$ cat src/rtl/epb_pes_qstat_if.sv
// Signal bundle between EPB/PES and the per-queue occupancy tracker.
// The slave modport is the tracker's view and the master modport is the view of the EPB/PES side.
interface epb_pes_qstat_if #(
    parameter int N_Q = 16,
    parameter int QW  = $clog2(N_Q),
    parameter int LW  = 14,
    parameter int PCW = 12,
    parameter int BCW = 24
);
    logic           enq_vld;
    logic [QW-1:0]  enq_q;
    logic [LW-1:0]  enq_len;
    logic           deq_vld;
    logic           deq_rdy;
    logic [QW-1:0]  deq_q;
    logic [LW-1:0]  deq_len;
    logic [N_Q-1:0] q_nonempty;
    logic [QW-1:0]  rd_q;
    logic [PCW-1:0] rd_pkt_cnt;
    logic [BCW-1:0] rd_byte_cnt;
    logic           rtn_vld;
    logic           rtn_rdy;
    logic [QW-1:0]  rtn_q;
    logic [LW-1:0]  rtn_len;
    logic           err_ovf;
    logic           err_unf;
    logic           err_clr;

    modport slave (
        input  enq_vld, enq_q, enq_len,
        input  deq_vld, deq_q, deq_len,
        output deq_rdy,
        output q_nonempty,
        input  rd_q,
        output rd_pkt_cnt, rd_byte_cnt,
        output rtn_vld, rtn_q, rtn_len,
        input  rtn_rdy,
        output err_ovf, err_unf,
        input  err_clr
    );

    modport master (
        output enq_vld, enq_q, enq_len,
        output deq_vld, deq_q, deq_len,
        input  deq_rdy,
        input  q_nonempty,
        output rd_q,
        input  rd_pkt_cnt, rd_byte_cnt,
        input  rtn_vld, rtn_q, rtn_len,
        output rtn_rdy,
        input  err_ovf, err_unf,
        output err_clr
    );
endinterface

$ cat src/rtl/epb_pes_qstat.sv
// Per-queue packet/byte occupancy of the Egress Packet Buffer, with a non-empty bitmap,
// a registered count read port and a return FIFO that carries dequeue completions back to the EPB.
module epb_pes_qstat #(
    parameter int N_Q   = 16,
    parameter int QW    = $clog2(N_Q),
    parameter int LW    = 14,
    parameter int PCW   = 12,
    parameter int BCW   = 24,
    parameter int RTN_D = 8
) (
    input logic cclk,
    input logic rst_n,
    epb_pes_qstat_if.slave bus
);
    localparam int AW  = $clog2(RTN_D);
    localparam int PXW = PCW + 2;
    localparam int BXW = BCW + 2;
    localparam logic [PCW-1:0] PKT_MAX  = '1;
    localparam logic [BCW-1:0] BYTE_MAX = '1;

    logic [PCW-1:0] pkt_cnt  [N_Q];
    logic [PCW-1:0] pkt_nxt  [N_Q];
    logic [BCW-1:0] byte_cnt [N_Q];
    logic [BCW-1:0] byte_nxt [N_Q];
    logic [N_Q-1:0] nonempty_nxt;
    logic           enq_hit;
    logic           deq_hit;
    logic [PXW-1:0] pkt_ext;
    logic [BXW-1:0] byte_ext;
    logic           ovf_any;
    logic           unf_any;
    logic           ready_en;

    logic [AW:0]    wr_ptr;
    logic [AW:0]    rd_ptr;
    logic [QW-1:0]  fifo_q   [RTN_D];
    logic [LW-1:0]  fifo_len [RTN_D];
    logic           fifo_full;
    logic           fifo_empty;
    logic           push;
    logic           pop;

    // ready_en keeps deq_rdy low while in reset, even though the FIFO reads as empty then
    assign fifo_empty  = (wr_ptr == rd_ptr);
    assign fifo_full   = (wr_ptr[AW] != rd_ptr[AW]) && (wr_ptr[AW-1:0] == rd_ptr[AW-1:0]);
    assign bus.deq_rdy = ready_en && !fifo_full;
    assign push        = bus.deq_vld && bus.deq_rdy;
    assign bus.rtn_vld = !fifo_empty;
    assign pop         = bus.rtn_vld && bus.rtn_rdy;
    assign bus.rtn_q   = fifo_empty ? '0 : fifo_q[rd_ptr[AW-1:0]];
    assign bus.rtn_len = fifo_empty ? '0 : fifo_len[rd_ptr[AW-1:0]];

    // Net change per queue in two extra bits: top bit flags a negative result, next bit an overflow
    always_comb begin
        ovf_any      = 1'b0;
        unf_any      = 1'b0;
        enq_hit      = 1'b0;
        deq_hit      = 1'b0;
        pkt_ext      = '0;
        byte_ext     = '0;
        nonempty_nxt = '0;
        for (int i = 0; i < N_Q; i++) begin
            enq_hit  = bus.enq_vld && (bus.enq_q == QW'(i));
            deq_hit  = push && (bus.deq_q == QW'(i));
            pkt_ext  = PXW'(pkt_cnt[i]) + PXW'(enq_hit) - PXW'(deq_hit);
            byte_ext = BXW'(byte_cnt[i])
                     + (enq_hit ? BXW'(bus.enq_len) : '0)
                     - (deq_hit ? BXW'(bus.deq_len) : '0);

            if (pkt_ext[PCW+1]) begin
                pkt_nxt[i] = '0;
                unf_any    = 1'b1;
            end else if (pkt_ext[PCW]) begin
                pkt_nxt[i] = PKT_MAX;
                ovf_any    = 1'b1;
            end else begin
                pkt_nxt[i] = pkt_ext[PCW-1:0];
            end

            if (byte_ext[BCW+1]) begin
                byte_nxt[i] = '0;
                unf_any     = 1'b1;
            end else if (byte_ext[BCW]) begin
                byte_nxt[i] = BYTE_MAX;
                ovf_any     = 1'b1;
            end else begin
                byte_nxt[i] = byte_ext[BCW-1:0];
            end

            nonempty_nxt[i] = (pkt_nxt[i] != '0);
        end
    end

    always_ff @(posedge cclk or negedge rst_n) begin
        if (!rst_n) begin
            for (int i = 0; i < N_Q; i++) begin
                pkt_cnt[i]  <= '0;
                byte_cnt[i] <= '0;
            end
            bus.q_nonempty  <= '0;
            bus.rd_pkt_cnt  <= '0;
            bus.rd_byte_cnt <= '0;
            bus.err_ovf     <= 1'b0;
            bus.err_unf     <= 1'b0;
            ready_en        <= 1'b0;
        end else begin
            pkt_cnt         <= pkt_nxt;
            byte_cnt        <= byte_nxt;
            bus.q_nonempty  <= nonempty_nxt;
            bus.rd_pkt_cnt  <= pkt_nxt[bus.rd_q];
            bus.rd_byte_cnt <= byte_nxt[bus.rd_q];
            bus.err_ovf     <= ovf_any || (bus.err_ovf && !bus.err_clr);
            bus.err_unf     <= unf_any || (bus.err_unf && !bus.err_clr);
            ready_en        <= 1'b1;
        end
    end

    always_ff @(posedge cclk or negedge rst_n) begin
        if (!rst_n) begin
            wr_ptr <= '0;
            rd_ptr <= '0;
        end else begin
            if (push) wr_ptr <= wr_ptr + 1'b1;
            if (pop)  rd_ptr <= rd_ptr + 1'b1;
        end
    end

    // Entry storage needs no reset; the outputs are masked whenever the FIFO is empty
    always_ff @(posedge cclk) begin
        if (push) begin
            fifo_q[wr_ptr[AW-1:0]]   <= bus.deq_q;
            fifo_len[wr_ptr[AW-1:0]] <= bus.deq_len;
        end
    end
endmodule

$ cat src/flat_wrapper.sv
// flat-port wrapper written by rule: the top's interface ports become plain ports
module epb_pes_qstat_flat 
#(
    parameter int N_Q   = 16,
    parameter int QW    = $clog2(N_Q),
    parameter int LW    = 14,
    parameter int PCW   = 12,
    parameter int BCW   = 24,
    parameter int RTN_D = 8
)
  (cclk, rst_n, bus_enq_vld, bus_enq_q, bus_enq_len, bus_deq_vld, bus_deq_q, bus_deq_len, bus_deq_rdy, bus_q_nonempty, bus_rd_q, bus_rd_pkt_cnt, bus_rd_byte_cnt, bus_rtn_vld, bus_rtn_q, bus_rtn_len, bus_rtn_rdy, bus_err_ovf, bus_err_unf, bus_err_clr);
  epb_pes_qstat_if #(.N_Q(N_Q), .QW(QW), .LW(LW), .PCW(PCW), .BCW(BCW)) bus_i ();
  input logic cclk;
  input logic rst_n;
  input wire logic [$bits(bus_i.enq_vld)-1:0] bus_enq_vld;
  input wire logic [$bits(bus_i.enq_q)-1:0] bus_enq_q;
  input wire logic [$bits(bus_i.enq_len)-1:0] bus_enq_len;
  input wire logic [$bits(bus_i.deq_vld)-1:0] bus_deq_vld;
  input wire logic [$bits(bus_i.deq_q)-1:0] bus_deq_q;
  input wire logic [$bits(bus_i.deq_len)-1:0] bus_deq_len;
  output wire logic [$bits(bus_i.deq_rdy)-1:0] bus_deq_rdy;
  output wire logic [$bits(bus_i.q_nonempty)-1:0] bus_q_nonempty;
  input wire logic [$bits(bus_i.rd_q)-1:0] bus_rd_q;
  output wire logic [$bits(bus_i.rd_pkt_cnt)-1:0] bus_rd_pkt_cnt;
  output wire logic [$bits(bus_i.rd_byte_cnt)-1:0] bus_rd_byte_cnt;
  output wire logic [$bits(bus_i.rtn_vld)-1:0] bus_rtn_vld;
  output wire logic [$bits(bus_i.rtn_q)-1:0] bus_rtn_q;
  output wire logic [$bits(bus_i.rtn_len)-1:0] bus_rtn_len;
  input wire logic [$bits(bus_i.rtn_rdy)-1:0] bus_rtn_rdy;
  output wire logic [$bits(bus_i.err_ovf)-1:0] bus_err_ovf;
  output wire logic [$bits(bus_i.err_unf)-1:0] bus_err_unf;
  input wire logic [$bits(bus_i.err_clr)-1:0] bus_err_clr;
  assign bus_i.enq_vld = bus_enq_vld;
  assign bus_i.enq_q = bus_enq_q;
  assign bus_i.enq_len = bus_enq_len;
  assign bus_i.deq_vld = bus_deq_vld;
  assign bus_i.deq_q = bus_deq_q;
  assign bus_i.deq_len = bus_deq_len;
  assign bus_deq_rdy = bus_i.deq_rdy;
  assign bus_q_nonempty = bus_i.q_nonempty;
  assign bus_i.rd_q = bus_rd_q;
  assign bus_rd_pkt_cnt = bus_i.rd_pkt_cnt;
  assign bus_rd_byte_cnt = bus_i.rd_byte_cnt;
  assign bus_rtn_vld = bus_i.rtn_vld;
  assign bus_rtn_q = bus_i.rtn_q;
  assign bus_rtn_len = bus_i.rtn_len;
  assign bus_i.rtn_rdy = bus_rtn_rdy;
  assign bus_err_ovf = bus_i.err_ovf;
  assign bus_err_unf = bus_i.err_unf;
  assign bus_i.err_clr = bus_err_clr;
  epb_pes_qstat #(.N_Q(N_Q), .QW(QW), .LW(LW), .PCW(PCW), .BCW(BCW), .RTN_D(RTN_D)) u_core (.cclk(cclk), .rst_n(rst_n), .bus(bus_i));
endmodule
$ cat config.mk
export PLATFORM = sky130hd
export DESIGN_NAME = epb_pes_qstat_flat
export DESIGN_NICKNAME = d
export VERILOG_FILES = /design/src/rtl/epb_pes_qstat_if.sv /design/src/rtl/epb_pes_qstat.sv /design/src/flat_wrapper.sv
export SDC_FILE = /design/constraint.sdc
export NUM_CORES = 2
export LEC_CHECK = 0
export BUFFER_PORTS_ARGS = -buffer_cell sky130_fd_sc_hd__buf_2
export CORE_MARGIN = 4
export CORE_UTILIZATION = 50
export DETAILED_ROUTE_END_ITERATION = 8
export HOLD_SLACK_MARGIN = 0.15
export PLACE_DENSITY = 0.66
export SLEW_MARGIN = 40
export SYNTH_ARGS = -nofsm -noshare
export SYNTH_HDL_FRONTEND = slang
export SYNTH_SLANG_ARGS = --single-unit
$ cat constraint.sdc
create_clock -name cclk -period 7.6 [get_ports cclk]
set_clock_uncertainty 0.15 [all_clocks]
set_input_delay 0.76 -clock cclk [delete_from_list [all_inputs] [get_ports cclk]]
set_output_delay 0.76 -clock cclk [all_outputs]
set_load 0.1 [all_outputs]
==> impl_metrics.tcl <==
set metrics [dict create \
    cp-endpoint "u_core.bus.rd_byte_cnt[16]$_DFF_PN0_" \
    slew_viol_final 0 \
    drt_iter0_drc 8364 \
    dr.pass1.iters 7 \
    worstPathMaxFanout 10 \
    antenna_left 0 \
    syn_area_per_cell_sq_um 8.33 \
    wire_per_inst_um 27.9 \
    hold_path_class "in2reg" \
    fmax_mhz 136 \
    synthAdderAreaFrac_pct 15.1 \
    synth.area.top_cells "dfrtp_1 (23%), ha_1 (8.8%), fa_1 (6.3%), edfxtp_1 (6.1%), a21oi_1 (5.7%)" \
    clk_path_buf_depth 3 \
    ys_top_cells_by_count "inv_1 (999), a21oi_1 (804), nor2_1 (680)" \
    vias 67800 \
    final.fill_count 13200 \
    async_reset_ff_share_pct 81.6 \
    detailedPlace.worstSlack_ns 0.364 \
    syn-instance-count 8512 \
    synth_edf_count 144 \
    synthesis.nets 9280 \
    dp_hpwl_um 224000 \
    drv_cap 0 \
    cts_buffers 95 \
    dieArea_sq_mm 0.148 \
    cts-root-buf "clkbuf_16" \
    required_ns 8.08 \
    gp_congestion 1.07 \
    synthDistinctLibCells 102 \
    cp_data_arrival_time_ns 7.86 \
    rrSetupSlack_ns 0.22 \
    area_delta_synth_final_pct 10.3 \
    synth-simple-area-share_pct 18.8 \
    status "completed" \
    critPathCaptureType "register" \
    die_h_um 385 \
    yosys.area.top_type "dfrtp_1" \
    htreeDepth 3 \
    coreArea_sq_mm 0.140 \
    drt_wl_total_um 295000 \
    yosysMostFrequentCell "inv_1" \
    reg2reg_from "u_core.wr_ptr[0]$_DFFE_PN0P_" \
    critPathMostFrequentCell "nand2_1" \
    slowest_stage "nor2_1" \
    ios 120 \
    fin_crit_sh_pct 97.1 \
    setup_viol_count_final 0 \
    ys_seq_area_share_pct 28.6 \
    crit_cells 22 \
    grt_first_pass_wirelength_um 428000 \
    regArea_sq_mm 0.0203 \
    synthMuxAreaShare_pct 2.66 \
    avgViaCountPerCell 6.42 \
    worstSetupStartpoint "u_core.wr_ptr[0]$_DFFE_PN0P_" \
    critPathTopFamily "simple AND/OR/NAND/NOR gates" \
    hold_viol 0 \
    cts_sinks 783 \
    synth.top_cell.area_share_pct 22.5 \
    r2r_cells 22 \
    final_nets 9351 \
    drive_gt1_share_pct 8.19 \
    cts_tree "yes" \
    critPathBufInv 1 \
    grt_pass1_vias 63600 \
    syn_area_sq_mm 0.0709 \
    max_stage_delay_ns 0.72 \
    rows 137 \
    ys_warn_count 0 \
    finalCriticalPeriod_ns 7.38 \
    drc_errors 0 \
    grt_max_degree 134 \
    clk_latency_ns 0.75 \
    fin_tns_setup_ns 0 \
    synthXorXnorAreaFrac_pct 7.39 \
    regToRegEndpoint "u_core.bus.rd_byte_cnt[16]$_DFF_PN0_" \
    path_cells "xor2_1 > nor3_1 > a21boi_1 > nand2_1 > nor2_1 > nand2_1 > nor2_1 > and2_1 > fa_1 > inv_1 > ha_1 > o21a_1 > a211oi_1 > o31ai_1 > a22oi_1 > o31a_1 > o311a_1 > a21oi_1 > nand2_1 > o311ai_1 > nand4_1 > nand3b_1" \
    cp-start-kind "register" \
    die_w_um 385 \
    tightest_slew_ns 1.00 \
    rsz0062_at_grt "false" \
    fin_ws_ns 0.222 \
    relSlewSlack_pct 32.2 \
    grt_remaining_overflow 0 \
    antenna_found_initial 42 \
    initial_core_util_pct 50.6 \
    synth-seq-cells 783 \
    final_util_pct 55.8 \
    synthFlopType "dfrtp_1" \
    clk_pin_slew_ns 0.06 \
    multiInputGateArea_sq_mm 0.0459 \
    synth_compound_area_share_pct 20.1 \
    criticalPathCategory "reg2reg" \
    port_buffers 119 \
    groute.usage.overall_pct 39.0 \
    synth_top_family_by_area "compound AO/OA/AOI/OAI gates" \
]
## per-stage QoR
| step | hold WS (ns) | std cells | area (sq um) |
|---|---|---|---|
| floorplan | 0.310 | 8512 | 70900 |
| global placement | 0.325 | 10400 | 74400 |
| detailed placement | 0.338 | 10400 | 74600 |
| CTS | 0.190 | 10500 | 78100 |
| global route | 0.233 | 10500 | 78200 |
| finish | 0.247 | 10600 | 78200 |
## cells in the final DEF (no fill, tap or decap), drive strengths merged, types with 25 or more instances in the layout
cell type,Yosys,layout
a31oi,72,72
nor3b,36,36
dfrtp,639,639
xor2,250,250
mux2i,70,70
nor2b,58,58
o211ai,78,78
inv,1000,1005
a21o,155,155
or3,52,52
nor4,75,75
a211o,55,55
and4,38,38
o21a,109,109
edfxtp,144,144
a21oi,804,804
nor3,218,218
clkinv,0,31
mux4,44,44
clkbuf,304,122
ha,498,498
a21boi,34,34
fa,224,224
or2,25,25
o31ai,43,43
nand2b,73,73
o21bai,42,42
a211oi,116,116
o22ai,52,52
nand3,203,203
nand4,90,90
nor2,680,680
and3,84,84
buf,62,339
nand2,672,672
o21ai,316,316
xnor2,348,348
and2,309,309
## area by class of cell
class	instances	area share, %
clock buffers	122	3.35
flip-flops and latches	783	26.0
repair buffers	340	3.15
diodes	19	0.0608
clock inverters	57	1.08
multi-input cells	6363	58.6
inverters	1000	4.80
well taps	1876	3.00
## flip-flops by register name (all words and copies together) (netlist names)
name	flops
u_core.bus.err_ovf	1
u_core.fifo_q	32
u_core.wr_ptr	4
u_core.byte_cnt	384
u_core.rd_ptr	4
u_core.bus.err_unf	1
u_core.bus.rd_pkt_cnt	12
u_core.pkt_cnt	192
u_core.ready_en	1
u_core.bus.rd_byte_cnt	24
u_core.bus.q_nonempty	16
u_core.fifo_len	112
## layer usage
metal / global-route usage (%) / vias up / wire, um
met4: 20.5 / 26 / 18300
li1: - / 29900 / -
met1: 53.3 / 33100 / 120000
met2: 55.1 / 3954 / 119000
met5: 0 / - / 171
met3: 12.4 / 809 / 38300
## worst register-to-register path: stages (launching register included)
cell      delay [ns]
dfrtp_1         0.58
xor2_1          0.27
nor3_1          0.10
a21boi_1        0.22
nand2_1         0.29
nor2_1          0.17
nand2_1         0.10
nor2_1          0.72
and2_1          0.26
fa_1            0.42
inv_1           0.08
ha_1            0.22
o21a_1          0.16
a211oi_1        0.10
o31ai_1         0.57
a22oi_1         0.32
o31a_1          0.37
o311a_1         0.45
a21oi_1         0.29
nand2_1         0.12
o311ai_1        0.25
nand4_1         0.65
nand3b_1        0.41
## cells by family after synthesis
logic type | count (synthesis)
AND/OR/NAND/NOR | 2698
AO/OA/AOI/OAI | 2213
buffers and inverters | 1366
flip-flops | 783
adder cells (fa/ha/maj) | 722
XOR/XNOR | 598
multiplexers | 131
other | 1
## how the worst min path moves through the flow
stage	from	endpoint	depth (start not counted)
floorplan	rst_n	u_core.bus.err_ovf$_DFF_PN0_	0
global placement	u_core.wr_ptr[3]$_DFFE_PN0P_	u_core.wr_ptr[3]$_DFFE_PN0P_	1
detailed placement	u_core.wr_ptr[3]$_DFFE_PN0P_	u_core.wr_ptr[3]$_DFFE_PN0P_	1
CTS	bus_deq_q[1]	u_core.fifo_q[4][1]$_DFFE_PP_	1
global route	bus_deq_q[1]	u_core.fifo_q[5][1]$_DFFE_PP_	1
finish	bus_deq_q[1]	u_core.fifo_q[1][1]$_DFFE_PP_	1
## what timing repair did
| action | 4_1_cts | 5_1_grt |
|---|---|---|
| endpoints found under the setup margin | 0 | 5 |
| resized for setup | 0 | 5 |
| hold buffers | 1 | 0 |
| endpoints found under the hold margin | 88 | 0 |
| setup buffers | 0 | 0 |
Power is left out: the tool's default activity adds up to more than one toggle a clock period on the data nets, which glitch-free logic cannot reach.
